File: src/rtl/conv_job_arbiter.sv
`default_nettype none
// ============================================================================
// conv_job_arbiter: two-client round-robin front end for the convolution engine.
// Stages one job, replays it as a gap-free burst and routes results back.
// Revision: 1.0
// ============================================================================
module conv_job_arbiter #(
    parameter int N_FILT = 10,
    parameter int N_IMG  = 64,
    parameter int N_OUT  = 16,
    parameter int DW     = 4,
    parameter int OW     = 16
) (
    input  logic          clk,
    input  logic          rst_n,
    input  logic [1:0]    req_i,
    output logic [1:0]    gnt_o,
    input  logic [1:0]    cl_valid_i,
    input  logic [DW-1:0] cl_data0_i,
    input  logic [DW-1:0] cl_data1_i,
    output logic          filter_valid_o,
    output logic          image_valid_o,
    output logic [DW-1:0] in_data_o,
    input  logic          eng_out_valid_i,
    input  logic [OW-1:0] eng_out_data_i,
    output logic [1:0]    res_valid_o,
    output logic [OW-1:0] res_data_o,
    output logic          res_last_o,
    output logic          busy_o
);

    localparam int            N_JOB    = N_FILT + N_IMG;
    localparam logic [6:0]    LAST_PTR = 7'(N_JOB - 1);
    localparam logic [6:0]    FILT_END = 7'(N_FILT);
    localparam logic [4:0]    LAST_RES = 5'(N_OUT - 1);

    localparam logic [1:0] IDLE = 2'd0;
    localparam logic [1:0] LOAD = 2'd1;
    localparam logic [1:0] WAIT = 2'd2;
    localparam logic [1:0] FEED = 2'd3;

    logic [1:0]    state_q,     state_d;
    logic [1:0]    gnt_q,       gnt_d;
    logic          rr_q,        rr_d;
    logic          client_q,    client_d;
    logic [6:0]    wr_ptr_q,    wr_ptr_d;
    logic [6:0]    rd_ptr_q,    rd_ptr_d;
    logic          eng_busy_q,  eng_busy_d;
    logic          owner_q,     owner_d;
    logic [4:0]    res_cnt_q,   res_cnt_d;
    logic          filt_q,      filt_d;
    logic          img_q,       img_d;
    logic [DW-1:0] in_data_q,   in_data_d;
    logic [1:0]    res_valid_q, res_valid_d;
    logic [OW-1:0] res_data_q,  res_data_d;
    logic          res_last_q,  res_last_d;
    logic          busy_q,      busy_d;

    logic [DW-1:0] job_buf [N_JOB];

    logic          wr_en;
    logic [DW-1:0] wr_data;

    // Only the granted client's strobe and nibble reach the staging buffer.
    assign wr_en   = (state_q == LOAD) && gnt_q[client_q] && cl_valid_i[client_q];
    assign wr_data = client_q ? cl_data1_i : cl_data0_i;

    always_comb begin
        state_d     = state_q;
        gnt_d       = gnt_q;
        rr_d        = rr_q;
        client_d    = client_q;
        wr_ptr_d    = wr_ptr_q;
        rd_ptr_d    = rd_ptr_q;
        eng_busy_d  = eng_busy_q;
        owner_d     = owner_q;
        res_cnt_d   = res_cnt_q;
        filt_d      = 1'b0;
        img_d       = 1'b0;
        in_data_d   = '0;
        res_valid_d = 2'b00;
        res_data_d  = res_data_q;
        res_last_d  = 1'b0;

        case (state_q)
            IDLE: begin
                if (|req_i) begin
                    client_d = req_i[rr_q] ? rr_q : ~rr_q;
                    gnt_d    = client_d ? 2'b10 : 2'b01;
                    rr_d     = ~client_d;
                    state_d  = LOAD;
                end
            end
            LOAD: begin
                if (wr_en) begin
                    if (wr_ptr_q == LAST_PTR) begin
                        wr_ptr_d = '0;
                        gnt_d    = 2'b00;
                        state_d  = eng_busy_q ? WAIT : FEED;
                    end else begin
                        wr_ptr_d = wr_ptr_q + 7'd1;
                    end
                end
            end
            WAIT: begin
                if (!eng_busy_q) begin
                    state_d = FEED;
                end
            end
            FEED: begin
                in_data_d = job_buf[rd_ptr_q];
                filt_d    = (rd_ptr_q < FILT_END);
                img_d     = (rd_ptr_q >= FILT_END);
                if (rd_ptr_q == '0) begin
                    eng_busy_d = 1'b1;
                    owner_d    = client_q;
                    res_cnt_d  = '0;
                end
                if (rd_ptr_q == LAST_PTR) begin
                    rd_ptr_d = '0;
                    state_d  = IDLE;
                end else begin
                    rd_ptr_d = rd_ptr_q + 7'd1;
                end
            end
            default: begin
                state_d = IDLE;
            end
        endcase

        // Results are counted, not timed; strobes outside a job are dropped.
        if (eng_busy_q && eng_out_valid_i) begin
            res_valid_d[owner_q] = 1'b1;
            res_data_d           = eng_out_data_i;
            if (res_cnt_q == LAST_RES) begin
                res_last_d = 1'b1;
                eng_busy_d = 1'b0;
                res_cnt_d  = '0;
            end else begin
                res_cnt_d = res_cnt_q + 5'd1;
            end
        end

        busy_d = (state_d != IDLE) || eng_busy_d;
    end

    always_ff @(posedge clk or negedge rst_n) begin
        if (!rst_n) begin
            state_q     <= IDLE;
            gnt_q       <= 2'b00;
            rr_q        <= 1'b0;
            client_q    <= 1'b0;
            wr_ptr_q    <= '0;
            rd_ptr_q    <= '0;
            eng_busy_q  <= 1'b0;
            owner_q     <= 1'b0;
            res_cnt_q   <= '0;
            filt_q      <= 1'b0;
            img_q       <= 1'b0;
            in_data_q   <= '0;
            res_valid_q <= 2'b00;
            res_data_q  <= '0;
            res_last_q  <= 1'b0;
            busy_q      <= 1'b0;
        end else begin
            state_q     <= state_d;
            gnt_q       <= gnt_d;
            rr_q        <= rr_d;
            client_q    <= client_d;
            wr_ptr_q    <= wr_ptr_d;
            rd_ptr_q    <= rd_ptr_d;
            eng_busy_q  <= eng_busy_d;
            owner_q     <= owner_d;
            res_cnt_q   <= res_cnt_d;
            filt_q      <= filt_d;
            img_q       <= img_d;
            in_data_q   <= in_data_d;
            res_valid_q <= res_valid_d;
            res_data_q  <= res_data_d;
            res_last_q  <= res_last_d;
            busy_q      <= busy_d;
        end
    end

    // Buffer contents need no reset: every entry is rewritten before replay.
    always_ff @(posedge clk) begin
        if (wr_en) begin
            job_buf[wr_ptr_q] <= wr_data;
        end
    end

    assign gnt_o          = gnt_q;
    assign filter_valid_o = filt_q;
    assign image_valid_o  = img_q;
    assign in_data_o      = in_data_q;
    assign res_valid_o    = res_valid_q;
    assign res_data_o     = res_data_q;
    assign res_last_o     = res_last_q;
    assign busy_o         = busy_q;

endmodule
`default_nettype wire

File: config.mk
export PLATFORM = sky130hd
export DESIGN_NAME = conv_job_arbiter
export DESIGN_NICKNAME = d
export VERILOG_FILES = /design/src/rtl/conv_job_arbiter.sv
export SDC_FILE = /design/constraint.sdc
export NUM_CORES = 1
export LEC_CHECK = 0
export ABC_AREA = 1
export ABC_CLOCK_PERIOD_IN_PS = 2470
export BUFFER_PORTS_ARGS = -buffer_cell sky130_fd_sc_hd__buf_2
export CAP_MARGIN = 20
export CELL_PAD_IN_SITES_DETAIL_PLACEMENT = 1
export CELL_PAD_IN_SITES_GLOBAL_PLACEMENT = 1
export CORE_ASPECT_RATIO = 1.4
export CORE_UTILIZATION = 34
export CTS_CLUSTER_SIZE = 40
export DETAILED_ROUTE_END_ITERATION = 10
export GPL_TIMING_DRIVEN = 0
export HOLD_SLACK_MARGIN = 0.03
export PLACE_DENSITY_LB_ADDON = 0.1
export SLEW_MARGIN = 0
export SYNTH_ARGS = -nofsm -noshare
export SYNTH_HDL_FRONTEND = slang
export SYNTH_SLANG_ARGS = --single-unit
File: constraint.sdc
create_clock -name clk -period 2.47 [get_ports clk]
set_input_delay 0.247 -clock clk [delete_from_list [all_inputs] [get_ports clk]]
set_output_delay 0.247 -clock clk [all_outputs]
set_load 0.1 [all_outputs]
=== After elaboration in Yosys (flattened, before gate mapping) ===
Memories as Yosys holds them, arrays and structs flattened.
Cells that the tools add are included.

* Bits in registers: 53
* RAM bits: 296
* Input bits: 31
* Output and inout port bits: 28
* Memories kept: 1

{| class="wikitable"
|+ Memories
! memory !! depth !! width !! rd ports !! clocked after Yosys merged registers in !! wr ports !! line !! source
|-
| job_buf || 74 || 4 || 1 || 0 || 1 || 59 || <nowiki>logic [DW-1:0] job_buf [N_JOB];</nowiki>
|}

* Add/subtract/negate cells: 3
* Magnitude comparators: 6
* Equal/unequal tests: 9
* Multiplexer cells: 40
* Bitwise gates (word level): 2
* Reduce and logical (&&, ||, !) cells: 17

{| class="wikitable"
|+ Operators with widths
! cell !! number
|-
| two-way mux 2 bit || 10
|-
| two-way mux 5 bit || 4
|-
| two-way mux 1 bit || 19
|-
| adder 7 x 1 -> 7 bit, second input constant || 2
|-
| == test 7 bit, second input constant || 2
|-
| two-way mux 7 bit || 2
|-
| two-way mux 4 bit || 2
|-
| case mux 2 bit (4 select lines) || 1
|-
| AND reduction 2 bit || 4
|-
| nonzero test 2 bit || 4
|-
| >= comparator 7 x 4 -> 1 bit, second input constant || 1
|-
| logical NOT 7 bit || 1
|-
| < comparator 7 x 4 -> 1 bit, second input constant || 1
|-
| < comparator 1 x 2 -> 1 bit, second input constant || 3
|-
| adder 5 x 1 -> 5 bit, second input constant || 1
|-
| == test 5 x 4 -> 1 bit, second input constant || 1
|-
| == test 2 bit, second input constant || 2
|-
| logical AND 1 bit || 4
|-
| inequality test 2 bit, second input constant || 2
|-
| case mux 2 bit (2 select lines) || 1
|-
| AND reduction 4 bit || 1
|-
| == test 2 x 1 -> 1 bit, second input constant || 1
|-
| logical NOT 2 bit || 1
|-
| inequality test 2 x 1 -> 1 bit, second input constant || 1
|-
| 5 further kinds || 6
|}

=== Depth between registers and ports, before layout ===
Gate-level depths: netlist of the first run.

* Depth after elaboration: 8
* Mapped depth: 14
* Mapped depth without buffers: 11

=== Worst setup path before layout of the first run ===
Ideal clock, no wire load.

* Path type: register to register
* Start point: register gnt_q[1] (netlist: gnt_o[1])
* End point: memory job_buf[11][0], enable pin
* Arrival time: 1.936 ns
* Slack: 0.204 ns
* Cell stages (with the launch flop): 6
* Path buffers: 0
* Clock period less this slack: 2.266 ns
* Path through: dfrtp_1 > a21oi_1 > nand3b_4 > nor2_1 > nand3_1 > nor2_1

* Cells in the longest elaborated chain, start to end: 6

{| class="wikitable"
|+ Ends and longest elaborated chain
! item !! line !! source
|-
| start: declaration || 43 || <nowiki>logic [1:0] gnt_q, gnt_d;</nowiki>
|-
| start signal: assignment || 167 || <nowiki>gnt_q <= gnt_d;</nowiki>
|-
| two-way mux 1 bit (implied by the code) (2 in a row) || 65 || <nowiki>assign wr_en = (state_q == LOAD) && gnt_q[client_q] && cl_valid_i[client_q];</nowiki>
|-
| logical AND 1 bit (2 in a row) || 65 ||
|-
| two-way mux 1 bit || 187 || <nowiki>if (wr_en) begin</nowiki>
|-
| two-way mux 1 bit (implied by the code) || 188 || <nowiki>job_buf[wr_ptr_q] <= wr_data;</nowiki>
|-
| end: declaration || 59 ||
|}

Every way passes these cells. The select of a mux whose other input is x is not followed.

=== Final worst setup path of the first run ===
* Start point: register wr_ptr_q[1]
* End point: memory job_buf[71][1], enable pin

{| class="wikitable"
|+ RTL lines
! item !! line !! source
|-
| start: declaration || 46 || <nowiki>logic [6:0] wr_ptr_q, wr_ptr_d;</nowiki>
|-
| start signal: assignment || 170 || <nowiki>wr_ptr_q <= wr_ptr_d;</nowiki>
|}

Straight into the memory's write port.

==> implementation parameters, run 1 <==
Parameter                              Value

Run status
  Result of the run    complete, no violations

Setup path
  Peak fanout along the critical path    9
  Crit path DAT    2.60 ns
  Family with the most delay on the worst path    simple AND/OR/NAND/NOR gates
  Ordered cell list for the critical path    clkbuf_1 > inv_1 > nor3_1 > nand2_2 > nor2_1
  Endpoint type of the worst setup path    register
  CP Depth    5
  Buffers and inverters on the worst path    2
  Required time at the endpoint of the critical path    2.66 ns
  Slowest library cell on the worst path    sky130_fd_sc_hd__nor2_1
  Launching instance or port of the critical path    wr_ptr_q[1]
  CP Launch Type    register
  R2R cell count    5
  Critical R2R Launch    wr_ptr_q[1]
  Critical Path Max Stage Delay    0.43 ns
  Classification of the worst setup path    register to register

STA
  Highest clock rate    0.415 GHz
  Final number of hold-violating endpoints    0
  Share of the clock period used by the worst path after layout    97.5%
  Tightest hold margin    0.138 ns
  Setup violation total in the final timing report    0
  Normalized max-slew margin    41.6%
  RSZ-0062 raised after global routing    yes
  Clock tree skew after final layout    0.0140 ns
  Measured slew at the worst slew-check pin    0.875 ns
  Crit path time final    2.41 ns
  Pins Over Slew Limit    0

Clock tree
  Clock root buffer master    sky130_fd_sc_hd__clkbuf_16
  Worst-skew pair later-pin latency    0.53 ns
  Total setup buffers inserted after CTS    0
  H-tree level count    2
  TritonCTS sink count    349
  Reg clk slew, reported paths    0.06 ns
  Bufs on Longest Clock Path    3
  CTS tree    yes
  Number of buffers created by CTS    36

Power and ir drop
  Power share of the clock group    39.2%
  Internal power summed over all cells    0.00976 W
  NetSw    0.00354 W
  Share of total power consumed by net switching    26.6%
  Worst IR drop on VDD    0.791 mV
  Share of power burned in registers    49.9%
  P per Cell Area    751 nW/um2
  Total leakage power    7.31 nW
  Logic pwr share    10.9%

Worst hold path
  Hold path depth    6
  Critical hold path startpoint    req_i[1]
  Worst hold path type    input pin to register

Floorplanning
  Floorplan die area    45,400 um2
  I/O pin count    59
  Initial core utilization    34.5%
  Vertical die dimension    252 um
  Floorplan core area    43,900 um2
  Count of standard-cell rows    91
  Die Width    180 um

Detailed routing
  Pre-Repair DR Iteration Count    5
  Wire per inst    21.0 um
  Detailed-route vias per instance    4.80
  Antenna Violating Nets Remaining    0
  Vias after detailed routing    10,600
  DRC violation count after routing    0
  Iter 0 DRT Violations    495
  Final wirelength    46.6 mm

Placement
  Instance area at placement    16,300 um2
  Routability congestion estimate from global placement    0.798
  Port buffer count    58
  Detailed placement HPWL    32.0 mm

Finish
  Layout cell share with drive strength beyond 1    12.5%
  # diodes    0
  Post-layout net count    1,673
  Filler cell count in the final layout    4,939
  Layout overhead on the synthesized area    17.0%
  Total area of multi-input combinational cells    4140 um2
  Area used by sequential logic in the layout    10,200 um2
  Total non-filler cell area in the finished layout    17,700 um2

Logic synthesis
  Register area share after synthesis    67.5%
  Most numerous cell types in the synthesized netlist    sky130_fd_sc_hd__nand2_1 (485), sky130_fd_sc_hd__edfxtp_1 (296), sky130_fd_sc_hd__nor2_1 (217)
  Count of unique library cells instantiated by Yosys    31
  Async set-or-reset flop fraction in the synthesized netlist    15.2%
  Number of synthesized flops with an enable pin    296
  Share of the synthesized area in the top cell type    58.7%
  Net count after synthesis    1,555
  Primary flip-flop cell chosen by synthesis mapping    sky130_fd_sc_hd__edfxtp_1
  Gate count after technology mapping    1,517
  Leading cell types by total area after synthesis    sky130_fd_sc_hd__edfxtp_1 (59%), sky130_fd_sc_hd__nand2_1 (12%), sky130_fd_sc_hd__dfrtp_1 (8.8%)
  Synth Register Bits    349
  Post-Synthesis Cell Area    15,100 um2
  Cell with the most instances after synthesis    sky130_fd_sc_hd__nand2_1
  Cell accounting for the most synthesized area    sky130_fd_sc_hd__edfxtp_1
  Synth Warn #    0
  Mean area per synthesized cell    9.98 um2

Global routing
  Via count of the first global-routing pass    11,400
  First-pass GRT wire length    69.4 mm
  Maximum number of pins on one net before global-route repair    54
  Total global routing track utilization    21.0%
  Total grt overflow    0
  Number of antenna violations at the first check in global routing    0

Flow run
  Max cap viols    0
-- through the flow --
stage,utilization [%],total power [W],worst slack (ns),instances,TNS [ns]
2_1_floorplan,-,0.00786,0.204,1517,0
3_3_place_gp,36.7,0.00817,-1.36,2133,-415.90
3_5_place_dp,37.0,0.00820,-0.534,2138,-71.20
4_1_cts,40.1,0.0134,-0.292,2217,-22.71
5_1_grt,40.3,0.0137,-0.0947,2217,-3.77
6_report,40.3,0.0133,0.0613,2217,0
-- what timing repair did --
item                       in CTS  in global routing
setup endpoints to repair     266                268
pin swaps                       1                  0
hold buffers                   17                  0
hold endpoints to repair       34                  0
resized for setup              20                 34
-- layout make-up --
class                           instances  area share (%)
Clock buffer                           47            5.49
Clock inverter                         15           0.685
Inverter                              171            3.62
Sequential cell                       349            57.6
Timing Repair Buffer                   80            3.29
Multi-Input combinational cell        935            23.3
Tap cell                              558            3.94
Buffer                                 62            2.00
-- path summary, 6_finish.rpt --
path / to / slack [ns]
setup / recovery: job_buf[71][1] / 0.06
hold / removal: rr_q / 0.14
setup reg to reg: job_buf[71][1] / 0.06
hold reg to reg: res_valid_o[0] / 0.47
max in group asynchronous: res_valid_o[0] / 1.68
min in group asynchronous: res_data_o[2] / 0.21
-- worst reg2reg max path, cell delays in order, from the launching register on --
cell                       delay (ns)
sky130_fd_sc_hd__dfrtp_1         0.34
sky130_fd_sc_hd__clkbuf_1        0.38
sky130_fd_sc_hd__inv_1           0.16
sky130_fd_sc_hd__nor3_1          0.35
sky130_fd_sc_hd__nand2_2         0.40
sky130_fd_sc_hd__nor2_1          0.44
-- registers in the layout, indices dropped and copies added (netlist names), 2 cells and up --
signal and cells:
job_buf 296, res_data_o 16, rd_ptr_q 7, wr_ptr_q 7
res_cnt_q 5, in_data_o 4, gnt_o 2, res_valid_o 2
state_q 2
-- cell families after synthesis --
| family | count (synthesis) | share of synthesized area, % |
|---|---|---|
| xor+xnor | 5 | 0.289 |
| buf+inv | 233 | 6.53 |
| compound gates | 132 | 4.61 |
| flops | 349 | 67.5 |
| simple gates | 791 | 20.5 |
| fa+ha+maj | 7 | 0.578 |
-- layout by cell type, fill, tap and decap left out, types with 4 or more instances in the layout --
cell	instances
sky130_fd_sc_hd__a21oi_1	12
sky130_fd_sc_hd__buf_2	81
sky130_fd_sc_hd__buf_4	12
sky130_fd_sc_hd__buf_6	5
sky130_fd_sc_hd__clkbuf_1	24
sky130_fd_sc_hd__clkbuf_16	37
sky130_fd_sc_hd__clkinv_1	9
sky130_fd_sc_hd__clkinv_2	4
sky130_fd_sc_hd__dfrtp_1	53
sky130_fd_sc_hd__dlygate4sd3_1	17
sky130_fd_sc_hd__edfxtp_1	296
sky130_fd_sc_hd__ha_1	7
sky130_fd_sc_hd__inv_1	164
sky130_fd_sc_hd__inv_2	5
sky130_fd_sc_hd__nand2_1	475
sky130_fd_sc_hd__nand2_4	8
sky130_fd_sc_hd__nand3_1	72
sky130_fd_sc_hd__nor2_1	188
sky130_fd_sc_hd__nor2_2	31
sky130_fd_sc_hd__o211ai_1	4
sky130_fd_sc_hd__o21ai_0	49
sky130_fd_sc_hd__o21ai_1	53
sky130_fd_sc_hd__o22ai_1	10
sky130_fd_sc_hd__xor2_1	4
-- power groups by stage --
stage | Clock, W | Combinational (W) | Sequential, W
floorplan | 0 | 0.000272 | 0.00759
global placement | 0 | 0.00140 | 0.00677
finish | 0.00522 | 0.00145 | 0.00663
detailed placement | 0 | 0.00145 | 0.00675
CTS | 0.00534 | 0.00147 | 0.00664
global route | 0.00554 | 0.00154 | 0.00665
-- metal layers --
metal / global-route usage, % / routed length (um)
met5: 0 / 0
met4: 7.64 / 1500
met3: 2.64 / 1350
met2: 40.4 / 25300
met1: 23.4 / 18500
Note: power is estimated with default switching activity, not from simulation.
==> run 2: changes to the inputs <==
- PLACE_DENSITY: unset -> 0.59
- PLACE_DENSITY_LB_ADDON: 0.1 -> unset
==> run 2 against run 1 <==
Net effect:
- final area fell by 0.18%
- die area did not move
- register-to-register slack lost 0.03 ns
- sequential power is essentially flat
- combinational power about the same
- clock skew barely moved
- hold slack about the same
- clock-buffer cell count is 1 higher
- cell count hardly changed
==> implementation parameters, run 2 (same netlist as run 1, synthesis figures left out) <==
Parameter                              Value

Clock tree
  CTS tree    yes
  TritonCTS sink count    349
  H-tree level count    2
  Reg clk slew, reported paths    0.06 ns
  Number of buffers created by CTS    36
  Clock root buffer master    sky130_fd_sc_hd__clkbuf_16
  Bufs on Longest Clock Path    3
  Worst-skew pair later-pin latency    0.53 ns

Finish
  Largest register by flop count    job_buf
  # diodes    0
  Layout cell share with drive strength beyond 1    12.3%
  Most common cell after layout, fill and taps aside    sky130_fd_sc_hd__nand2_1
  Post-layout net count    1,673
  Count of placed standard cells in the final layout, fillers left out    2,219
  Total non-filler cell area in the finished layout    17,700 um2
  Layout overhead on the synthesized area    16.8%
  Commonest cells after routing, fill and taps aside    sky130_fd_sc_hd__nand2_1 (475), sky130_fd_sc_hd__edfxtp_1 (296), sky130_fd_sc_hd__nor2_1 (193)
  Number of flip-flops in the largest register    296

Detailed routing
  Antenna Violating Nets Remaining    0
  Iter 0 DRT Violations    517
  Pre-Repair DR Iteration Count    7
  Detailed-route vias per instance    4.81
  Final wirelength    44.9 mm
  Vias after detailed routing    10,700
  DRC violation count after routing    0
  Wire per inst    20.2 um

Flow run
  Max cap viols    0

Setup path
  Classification of the worst setup path    register to register
  Critical Path Max Stage Delay    0.45 ns
  Ordered cell list for the critical path    clkbuf_1 > inv_1 > nor3_1 > nand2_2 > nor2_1
  Peak fanout along the critical path    9
  Required time at the endpoint of the critical path    2.65 ns
  Family with the most delay on the worst path    simple AND/OR/NAND/NOR gates
  CP Launch Type    register
  Crit path DAT    2.62 ns
  Buffers and inverters on the worst path    2
  Endpoint type of the worst setup path    register
  Slowest library cell on the worst path    sky130_fd_sc_hd__nor2_1

Placement
  Port buffer count    58
  Detailed placement HPWL    30.8 mm
  Routability congestion estimate from global placement    0.798
  Instance area at placement    16,300 um2
  Placed insts    2,138

STA
  Final number of hold-violating endpoints    0
  Tightest hold margin    0.139 ns
  RSZ-0062 raised after global routing    yes
  Normalized max-slew margin    46.4%
  Pins Over Slew Limit    0
  Crit path time final    2.44 ns
  Measured slew at the worst slew-check pin    0.805 ns
  Clock tree skew after final layout    0.0144 ns
  Setup violation total in the final timing report    0
  Share of the clock period used by the worst path after layout    98.7%
  Highest clock rate    0.410 GHz

Floorplanning
  Count of standard-cell rows    91
  Floorplan die area    45,400 um2
  Initial core utilization    34.5%
  Floorplan core area    43,900 um2
  Die Width    180 um
  I/O pin count    59
  Vertical die dimension    252 um

Global routing
  Via count of the first global-routing pass    11,600
  Total grt overflow    0
  Maximum number of pins on one net before global-route repair    75
  Total global routing track utilization    20.2%
  First-pass GRT wire length    67.6 mm
  Number of antenna violations at the first check in global routing    0

Worst hold path
  Worst hold path type    input pin to register

Power and ir drop
  Pwr Total    0.0131 W
  P per Cell Area    741 nW/um2
  Worst IR drop on VDD    0.768 mV
  Total leakage power    7.32 nW

Run status
  Result of the run    complete, no violations
[run 2: what timing repair did]
item / in CTS / in global routing
setup endpoints to repair: 271 / 181
pin swaps: 0 / 0
hold buffers: 17 / 0
endpoints found under the hold margin: 69 / 0
buffers inserted: 0 / 0
resized for setup: 18 / 35
[run 2: per-layer routing]
| metal | part of all wire [%] | global-route usage (%) | vias to the layer above |
|---|---|---|---|
| met1 | 39 | 21.6 | 5230 |
| li1 | - | - | 5151 |
| met3 | 3.1 | 2.55 | 92 |
| met4 | 4.6 | 9.84 | 0 |
| met5 | 0 | 0 | - |
| met2 | 54 | 38.8 | 205 |
[run 2: tightest hold or removal path: stages]
cell and delay (ns):
sky130_fd_sc_hd__buf_2 0.09, sky130_fd_sc_hd__nand2_1 0.04, sky130_fd_sc_hd__o21ai_0 0.07, sky130_fd_sc_hd__nor2_1 0.08, sky130_fd_sc_hd__a21oi_1 0.11
[run 2: worst paths after layout]
kind | slack, ns | to | cells past startpoint | start
setup / recovery | 0.03 | job_buf[71][3] | 5 | wr_ptr_q[1]
hold / removal | 0.14 | client_q | 5 | req_i[1]
setup reg to reg | 0.03 | job_buf[71][3] | 5 | wr_ptr_q[1]
hold reg to reg | 0.47 | res_valid_o[0] | 1 | owner_q
max in group asynchronous | 1.72 | res_valid_o[0] | 3 | rst_n
min in group asynchronous | 0.20 | rd_ptr_q[4] | 2 | rst_n
[run 2: layout make-up]
class	instances	area (um2)
fillers	4984	26300
clock inverters	16	81.3
multi-input cells	935	4130
repair buffers	80	591
inverters	171	642
plain buffers	62	357
flip-flops and latches	349	10200
clock buffers	48	977
well taps	558	698
[run 2: where the power goes]
group          switching (W)  total [W]  internal [W]
Clock                0.00224    0.00503       0.00279
Combinational        0.00121    0.00145      0.000243
Sequential         0.0000898    0.00663       0.00654
[run 2: per-stage QoR]
step	util (%)	setup TNS (ns)	setup slack, ns
finish	40.2	0	0.0332
global route	40.2	-2.30	-0.135
CTS	40.0	-6.46	-0.138
detailed placement	37.1	-47.17	-0.438
global placement	36.7	-353.12	-1.17
floorplan	-	0	0.204
